--- config.mk ---
export PLATFORM = sky130hd
export DESIGN_NAME = gate_array_cfg
export DESIGN_NICKNAME = d
export VERILOG_FILES = /design/src/rtl/gate_cell_pkg.sv /design/src/rtl/gate_cell_slice.sv /design/src/rtl/gate_array_cfg.sv
export SDC_FILE = /design/constraint.sdc
export NUM_CORES = 1
export LEC_CHECK = 0
export BUFFER_PORTS_ARGS = -buffer_cell sky130_fd_sc_hd__clkbuf_2
export CORE_MARGIN = 10
export CORE_UTILIZATION = 55
export DETAILED_ROUTE_END_ITERATION = 8
export GPL_TIMING_DRIVEN = 0
export HOLD_SLACK_MARGIN = 0.15
export PLACE_DENSITY = 0.87
export SYNTH_ARGS = -nofsm -noshare
export SYNTH_HDL_FRONTEND = slang
export SYNTH_SLANG_ARGS = --single-unit
--- constraint.sdc ---
create_clock -name clk -period 2.08 [get_ports clk]
set_input_delay 0.416 -clock clk [delete_from_list [all_inputs] [get_ports clk]]
set_output_delay 0.416 -clock clk [all_outputs]
set_load 0.05 [all_outputs]
--- src/rtl/gate_cell_pkg.sv ---
// rtl/gate_cell_pkg.sv - cell mode encoding and single-bit cell evaluation
package gate_cell_pkg;

  localparam int MODE_W = 3;

  typedef enum logic [MODE_W-1:0] {
    MODE_INV   = 3'd0,
    MODE_NAND2 = 3'd1,
    MODE_NOR2  = 3'd2,
    MODE_AOI21 = 3'd3,
    MODE_OAI21 = 3'd4,
    MODE_BUF   = 3'd5,
    MODE_ZERO  = 3'd6,
    MODE_ONE   = 3'd7
  } mode_t;

  function automatic logic cell_eval(input mode_t mode, input logic a, input logic b,
                                     input logic c);
    logic r;
    case (mode)
      MODE_INV:   r = ~a;
      MODE_NAND2: r = ~(a & b);
      MODE_NOR2:  r = ~(a | b);
      MODE_AOI21: r = ~(a | (b & c));
      MODE_OAI21: r = ~(a & (b | c));
      MODE_BUF:   r = a;
      MODE_ZERO:  r = 1'b0;
      MODE_ONE:   r = 1'b1;
      default:    r = 1'b0;
    endcase
    return r;
  endfunction

endpackage

--- src/rtl/gate_cell_slice.sv ---
// rtl/gate_cell_slice.sv - one channel's combinational mode-selected cell
module gate_cell_slice
  import gate_cell_pkg::*;
(
  input  mode_t mode,
  input  logic  a,
  input  logic  b,
  input  logic  c,
  output logic  y
);

  assign y = cell_eval(mode, a, b, c);

endmodule

--- src/rtl/gate_array_cfg.sv ---
// rtl/gate_array_cfg.sv - registered array of run-time configurable 3-input cells
module gate_array_cfg
  import gate_cell_pkg::*;
#(
  parameter int                CH       = 8,
  parameter logic [MODE_W-1:0] RST_MODE = 3'd0
) (
  input  logic          clk,
  input  logic          rst_n,
  input  logic          cfg_en,
  input  logic          cfg_sin,
  output logic          cfg_sout,
  output logic          cfg_done,
  output logic          cfg_err,
  input  logic          err_clr,
  input  logic          valid_in,
  input  logic [CH-1:0] a,
  input  logic [CH-1:0] b,
  input  logic [CH-1:0] c,
  output logic [CH-1:0] y,
  output logic          valid_out
);

  localparam int N  = MODE_W * CH;
  localparam int CW = $clog2(N + 2);
  localparam logic [CW-1:0] CNT_FULL = CW'(N);
  localparam logic [CW-1:0] CNT_SAT  = CW'(N + 1);

  typedef enum logic {ST_IDLE, ST_SHIFT} state_t;

  state_t          state;
  logic [N-1:0]    shadow;
  logic [N-1:0]    active;
  logic [CW-1:0]   count;
  logic [CH-1:0]   f;
  logic            accept;

  for (genvar i = 0; i < CH; i++) begin : g_cell
    gate_cell_slice u_cell (
      .mode (mode_t'(active[MODE_W*i +: MODE_W])),
      .a    (a[i]),
      .b    (b[i]),
      .c    (c[i]),
      .y    (f[i])
    );
  end

  assign cfg_sout = shadow[N-1];
  // The commit cycle (SHIFT with cfg_en low) also drops data.
  assign accept   = valid_in && (state == ST_IDLE) && !cfg_en;

  always_ff @(posedge clk or negedge rst_n) begin
    if (!rst_n) begin
      state     <= ST_IDLE;
      shadow    <= '0;
      active    <= {CH{RST_MODE}};
      count     <= '0;
      cfg_done  <= 1'b0;
      cfg_err   <= 1'b0;
      y         <= '0;
      valid_out <= 1'b0;
    end else begin
      cfg_done  <= 1'b0;
      valid_out <= accept;
      if (accept) y <= f;
      if (err_clr) cfg_err <= 1'b0;

      case (state)
        ST_IDLE: begin
          if (cfg_en) begin
            shadow <= {shadow[N-2:0], cfg_sin};
            count  <= CW'(1);
            state  <= ST_SHIFT;
          end
        end
        ST_SHIFT: begin
          if (cfg_en) begin
            shadow <= {shadow[N-2:0], cfg_sin};
            if (count != CNT_SAT) count <= count + CW'(1);
          end else begin
            if (count == CNT_FULL) begin
              active   <= shadow;
              cfg_done <= 1'b1;
            end else begin
              cfg_err <= 1'b1;
            end
            count <= '0;
            state <= ST_IDLE;
          end
        end
        default: state <= ST_IDLE;
      endcase
    end
  end

endmodule
======== Yosys cells after proc, flatten, opt, wreduce, memory -nomap -nowiden ========
Cells that the tools add are included.
cells by class
  $add $sub $neg .......................... 1
  $mul .................................... 0
  divide/modulo/power cells ............... 0
  $lt $le $gt $ge ......................... 0
  equal/unequal tests ..................... 60
  shift-type cells ........................ 0
  multiplexer cells ....................... 21
  bitwise logic cells ..................... 90
  reductions and logical operators ........ 13
operators by type and width
  operator               number
  $eq A3 B3 Y1 const B   32
  $pmux W1 S8            8
  $eq A3 B2 Y1 const B   16
  $not A1 Y1             42
  $and A1 B1 Y1          24
  $eq A3 B1 Y1 const B   8
  $logic_not A3 Y1       8
  $mux W24               1
  $or A1 B1 Y1           24
  $mux W5                3
  $pmux W5 S2            1
  $mux W1                8
  $add A5 B1 Y5 const B  1
  $eq A5 B5 Y1 const B   1
  $ne A5 B5 Y1 const B   1
  $ne A3 B2 Y1 const B   1
  $reduce_and A3 Y1      1
  $logic_and A1 B1 Y1    2
  $ne A2 B2 Y1 const B   1
  $reduce_and A2 Y1      1
  $logic_not A1 Y1       1
storage, ports and cells
  flip-flop bits (word level) ............. 65
  latch bits .............................. 0
  memory bits (writable) .................. 0
  ROM bits ................................ 0
  memories ................................ 0

======== Logic depth before layout (Yosys ltp) ========
Gate-level depths: netlist of the first run.
  depth after elaboration ................. 4
  depth in mapped cells ................... 6

======== By module ========
Synthesis of the first run repeated with hierarchy kept, for this count alone.
second synthesis, totals
  cells, all modules ...................... 239
  area total of the unflattened synthesis .. 3,015.4 um^2
modules (own cells, without submodules)
  module           instances  cells each  area an instance (um^2)  seq. area each (um^2)
  gate_array_cfg   1          159         2,524.9                  1,626.6
  gate_cell_slice  8          10          61.3                     0.0

======== Worst setup path after synthesis of the first run ========
Ideal clock, no wire load.
  kind .................................... register to register
  from .................................... register count[0]
  to ...................................... register active[10]
  library setup time ...................... 0.125 ns
  arrival ................................. 1.644 ns
  data required time ...................... 1.955 ns
  path slack .............................. 0.312 ns
  stages on the path, launching flop included .. 7
  path buffers ............................ 1
  path through ............................ dfrtp_1 inv_1 ha_1 and4b_1 nor3b_4 buf_6 mux2_2
on the way
  cells in the longest elaborated chain, start to end .. 2
RTL lines
  item                         line                  text
  start: declaration           gate_array_cfg.sv:34  logic [CW-1:0] count;
  start signal: assignment     gate_array_cfg.sv:79  if (count != CNT_SAT) count <= count + CW'(1);
  $eq A5 B5 Y1                 gate_array_cfg.sv:81  if (count == CNT_FULL) begin
  $reduce_and A3 Y1 (no line)  --
  end signal: assignment       gate_array_cfg.sv:56  active <= {CH{RST_MODE}};
  end signal: assignment       gate_array_cfg.sv:82  active <= shadow;
  end: declaration             gate_array_cfg.sv:33  logic [N-1:0] active;
Every way passes these cells.
A chain may end at the register's enable or synchronous reset.

======== Final worst setup path of the first run ========
  from .................................... register state
  to ...................................... register y[3]
on the way
  cells in the longest elaborated chain, start to end .. 3
RTL lines
  item                               line                  text
  start: declaration                 gate_array_cfg.sv:31  state_t state;
  start signal: assignment           gate_array_cfg.sv:54  state <= ST_IDLE;
  start signal: assignment           gate_array_cfg.sv:73  state <= ST_SHIFT;
  start signal: assignment           gate_array_cfg.sv:88  state <= ST_IDLE;
  $not A1 Y1                         --
  $logic_and A1 B1 Y1 (2 in series)  gate_array_cfg.sv:50  assign accept = valid_in && (state == ST_IDLE) && !cfg_en;
  via accept                         gate_array_cfg.sv:36  logic accept;
  end signal: assignment             gate_array_cfg.sv:60  y <= '0;
  end signal: assignment             gate_array_cfg.sv:65  if (accept) y <= f;
  end: declaration                   gate_array_cfg.sv:20  output logic [CH-1:0] y,
The timed path passes the listed nets, and every way through them passes these cells.

==> impl_metrics.toml, run 1 <==
[pwr]
p_per_area_mw_per_mm2 = 898
p_leak_uw = 0.00163
power_switching_uw = 907
power_uw = 3100
clkPwrFrac_pct = 29.1
ir_drop_uv = 434
power_frac_seq_pct = 53.6
switching_share_pct = 29.2
p_comb_share_pct = 17.3
intPower_uw = 2200

[sta]
slew_violations = 0
tns_ns = 0
period_share_pct = 93.8
fin_crit_ns = 1.95
fmax_mhz = 512
rsz0062_at_grt = "no"
fin_hold_ws_ns = 0.205
worst_pin_slew_ns = 0.849
slew_headroom_pct = 43.4
clock_skew_ns = 0.00766
hold_viol_final = 0
worst_slack_ns = 0.128
setup_viol = 0

[floorplanning]
num_rows = 26
ios = 42
die_area_mm2 = 0.00874
core_area_mm2 = 0.00517
dieWidth_um = 93.5
initial_core_util_pct = 57.4
die_height_um = 93.5

[finish]
drive_above_1_share_pct = 42.8
area_delta_synth_final_pct = 16.4
nNetsFinal = 314
fin_util_pct = 66.8
antennaDiodeCount = 0

[grt]
grt_max_degree = 66
grt_usage_pct = 14.3
antenna_found_initial = 0
grt_pass1_vias = 2082
grt_pass1_wl_mm = 9.98
grt-ovfl-total = 0

[clock_network]
htreeDepth = 3
clock-sinks = 65
clockBufferDepth = 2
clock_latency_ns = 0.34
cts_tree = "yes"
cts_buffers = 9
clock-root-buffer = "clkbuf_8"
cts_resized = 0
path_clk_slew_ns = 0.07

[run]
cap_violations = 0

[synthesis]
synth_edf_count = 0
synth.ff_latch_count = 65
synth_top_area_share_pct = 54.8
synth_area_leaders = "dfrtp_1, mux2_2, nand2b_1, o32a_1, o211ai_1"
yosysTopAreaCell = "dfrtp_1"
yosys_warnings = 0
netlist_area_mm2 = 0.00297
syn_nets = 258
synth_cell_types = 31
synth_area_per_cell_um2 = 13.2
syn_inst = 225
yosysMostFrequentCell = "dfrtp_1"
synthFlopType = "dfrtp_1"
yosysSeqAreaShare_pct = 54.8
synthArstFlopShare_pct = 100
ys_top_cells_by_count = "dfrtp_1, mux2_2, nand2b_1, nand2_1, o211ai_1"

[setup_path]
cp.arrival_ns = 2.18
crit_family = "simple AND/OR/NAND/NOR gates"
slowest_delay_ns = 0.63
crit_chain = "buf_2 -> nor3b_2 -> buf_4 -> nand2_1 -> o32a_1"
r2r_slack_ns = 0.13
critPathBufInv = 2
setup.worst_path.end_class = "flop"
path_max_fanout = 10
crit_type = "reg2reg"
slowest_stage = "nor3b_2"
start_kind = "flop"
cp.required_ns = 2.31

[routing]
viasPerCell = 5.56
routedWlPerCell_um = 16.4
wl_mm = 5.84
ant_nets = 0
drtIter0Drc = 84
dr.pass1.iters = 5
route.vias.total = 1973
drc = 0

[min_path]
min_path_type = "in2reg"

[placed_design]
port_buffers = 41
hpwl_mm = 4.10
dp_slack_ns = -0.0391
gp_congestion = 0.742

[status]
status = "complete, no violations"
-- layer usage --
metal / vias up / part of all wire [%] / GRT usage, %
met5: - / 0 / 0
met4: 0 / 1.1 / 4.88
met3: 10 / 7.5 / 6.79
met2: 49 / 47 / 22.4
met1: 955 / 44 / 16.9
li1: 959 / - / -
-- final timing paths --
kind,cells past startpoint,startpoint,end
setup / recovery,5,state,y[3]
hold / removal,1,cfg_en,state
setup reg to reg,5,state,y[3]
hold reg to reg,1,y[0],y[0]
max in group asynchronous,1,rst_n,active[14]
min in group asynchronous,1,rst_n,y[1]
-- repair_timing --
item	in CTS	in global routing
buffers inserted	0	4
hold buffers	0	0
endpoints found under the setup margin	0	19
-- cells in the final DEF, fill, tap and decap left out, types with 9 or more instances in the layout --
master and n:
dfrtp_1 65, o211ai_1 9, nand2b_1 16, mux2_2 48, clkbuf_2 40, nand2_1 11
clkbuf_8 10
-- through the flow --
stage / instances / cell area, um^2
global route: 355 / 3460
global placement: 336 / 3260
floorplan: 225 / 2970
detailed placement: 336 / 3260
finish: 355 / 3460
CTS: 351 / 3430
-- flip-flops by register name (all words and copies together) (netlist names) --
name,flops
cfg_done,1
shadow,24
cfg_err,1
count,5
state,1
active,24
valid_out,1
y,8
-- cell families after synthesis --
| kind of cell | synth area share [%] |
|---|---|
| flops | 54.8 |
| fa+ha+maj | 1.26 |
| mux | 18.5 |
| buf+inv | 2.28 |
| compound gates | 13.1 |
| simple gates | 9.40 |
| xor+xnor | 0.590 |
-- final cells by class --
cell class | instances | area (um^2)
Inverter | 4 | 15.0
Tap cell | 70 | 87.6
Timing Repair Buffer | 45 | 238
Multi-Input combinational cell | 148 | 1270
Fill cell | 360 | 1720
Sequential cell | 65 | 1630
Buffer | 8 | 52.6
Clock buffer | 11 | 141
Clock inverter | 4 | 20.0
-- worst register-to-register path, stage by stage (launching register included) --
cell	delay (ns)
dfrtp_1	0.37
buf_2	0.17
nor3b_2	0.63
buf_4	0.32
nand2_1	0.07
o32a_1	0.28
-- power by group through the flow --
stage	clock network, uW	logic [uW]	registers [uW]
after detailed placement	0	541	1690
after global routing	979	583	1700
final	903	537	1670
after CTS	919	546	1670
after global placement	0	522	1670
after floorplan	0	269	1760
No activity file was read; power rests on OpenSTA's default activity.
==> inputs of run 2 (changes only) <==
--- a/config.mk
+++ b/config.mk
@@ -11,7 +11,7 @@
 export DETAILED_ROUTE_END_ITERATION = 8
 export GPL_TIMING_DRIVEN = 0
 export HOLD_SLACK_MARGIN = 0.15
-export PLACE_DENSITY = 0.87
+export PLACE_DENSITY = 0.83
 export SYNTH_ARGS = -nofsm -noshare
 export SYNTH_HDL_FRONTEND = slang
 export SYNTH_SLANG_ARGS = --single-unit
==> run 2 against run 1 <==
Effect of this change:
- sequential share of layout area is 0.051 points lower
- flip-flop and latch count stayed put
- cell count is 1.1% lower
- largest power group unchanged
- non-clock buffer count decreased by 4
- via count is 0.71% higher
- clock power rose by 18%
- worst hold slack got worse by 0.018 ns
- maximum frequency decreased by 1.1%
- sequential power barely moved
==> impl_metrics.toml, run 2 (synthesis gave the netlist of run 1 again) <==
[min_path]
min_path_type = "in2reg"

[sta]
tns_ns = 0
period_share_pct = 94.9
slew_violations = 0
rsz0062_at_grt = "no"
setup_viol = 0
hold_viol_final = 0
clock_skew_ns = 0.0108
worst_pin_slew_ns = 0.876
slew_headroom_pct = 41.6
fmax_mhz = 507
fin_crit_ns = 1.97

[setup_path]
r2r_slack_ns = 0.11
start_kind = "flop"
cp.arrival_ns = 2.20
cp.required_ns = 2.31
slowest_delay_ns = 0.44
slowest_stage = "dfrtp_1"
critPathBufInv = 2
path_max_fanout = 10
crit_chain = "inv_1 -> ha_1 -> and4b_1 -> nor3b_4 -> buf_6 -> mux2_2"
crit_type = "reg2reg"
crit_family = "simple AND/OR/NAND/NOR gates"
setup.worst_path.end_class = "flop"

[floorplanning]
core_area_mm2 = 0.00517
die_height_um = 93.5
die_area_mm2 = 0.00874
num_rows = 26
initial_core_util_pct = 57.4
dieWidth_um = 93.5
ios = 42

[pwr]
p_leak_uw = 0.00162
p_per_area_mw_per_mm2 = 946
intPower_uw = 2360
power_switching_uw = 916
power_uw = 3270
power_frac_seq_pct = 51.1
switching_share_pct = 28.0
clkPwrFrac_pct = 32.6
p_comb_share_pct = 16.3
ir_drop_uv = 430

[routing]
dr.pass1.iters = 4
ant_nets = 0
viasPerCell = 5.66
route.vias.total = 1987
routedWlPerCell_um = 16.5
drtIter0Drc = 68
drc = 0
wl_mm = 5.81

[finish]
drive_above_1_share_pct = 42.0
final_common_cell = "dfrtp_1"
most-common-layout-cells = "dfrtp_1, mux2_2, clkbuf_2"
antennaDiodeCount = 0
area_delta_synth_final_pct = 16.5
nNetsFinal = 310
largest_registers = "active: 24 flops, shadow: 24 flops, y: 8 flops"

[grt]
grt_pass1_wl_mm = 10.1
grt-ovfl-total = 0
antenna_found_initial = 0
grt_max_degree = 66
grt_pass1_vias = 2068
grt_usage_pct = 14.7

[clock_network]
clock-sinks = 65
path_clk_slew_ns = 0.07
htreeDepth = 3
post-cts-setup-buffers = 0
cts_resized = 0
clockBufferDepth = 2
clock-root-buffer = "clkbuf_8"
cts_buffers = 9
cts_hold_buf = 0
clock_latency_ns = 0.35
cts_tree = "yes"

[placed_design]
port_buffers = 41
gp_congestion = 0.779
hpwl_mm = 4.03

[run]
cap_violations = 0

[status]
status = "complete, no violations"
run 2: cell count changes in the layout (fill, tap and decap cells not counted), sizes merged:
cell,change
bufinv,+1
clkbuf,+1
buf,-4
clkinv,-2
run 2: stage by stage:
step	hold WS, ns	instance area, um^2	instances	util (%)	setup slack (ns)
after global placement	0.484	3260	336	63.1	-0.0107
after floorplan	0.120	2970	225	-	0.312
after detailed placement	0.487	3260	336	63.1	-0.0378
after global routing	0.175	3460	351	66.9	0.0118
final	0.187	3460	351	66.9	0.107
after CTS	0.179	3460	351	66.9	0.101
run 2: layout make-up:
cell class                      count  area (um^2)
Tap cell                           70         87.6
Buffer                              8         52.6
Clock buffer                       12          155
Fill cell                         362         1710
Inverter                            4         15.0
Clock inverter                      3         40.0
Timing Repair Buffer               41          208
Multi-Input combinational cell    148         1270
Sequential cell                    65         1630
run 2: power by group through the flow:
stage | clock [uW] | sequential [uW] | combinational [uW]
after floorplan | 0 | 1760 | 269
final | 1070 | 1670 | 532
after global routing | 1140 | 1710 | 583
after detailed placement | 0 | 1690 | 538
after CTS | 1080 | 1670 | 542
after global placement | 0 | 1680 | 522
run 2: routing by layer:
metal	wire length, um	track usage [%]
met1	2500	17.5
met2	2800	22.3
met3	403	6.79
met4	99	6.43
met5	0	0
run 2: worst paths after layout:
kind,from,to,cells past startpoint
worst max register to register,count[0],active[15],6
worst min-delay path,cfg_en,state,1
worst min register to register,y[4],y[4],1
worst max-delay path,count[0],active[15],6
max in group asynchronous,rst_n,active[18],1
min in group asynchronous,rst_n,y[7],1
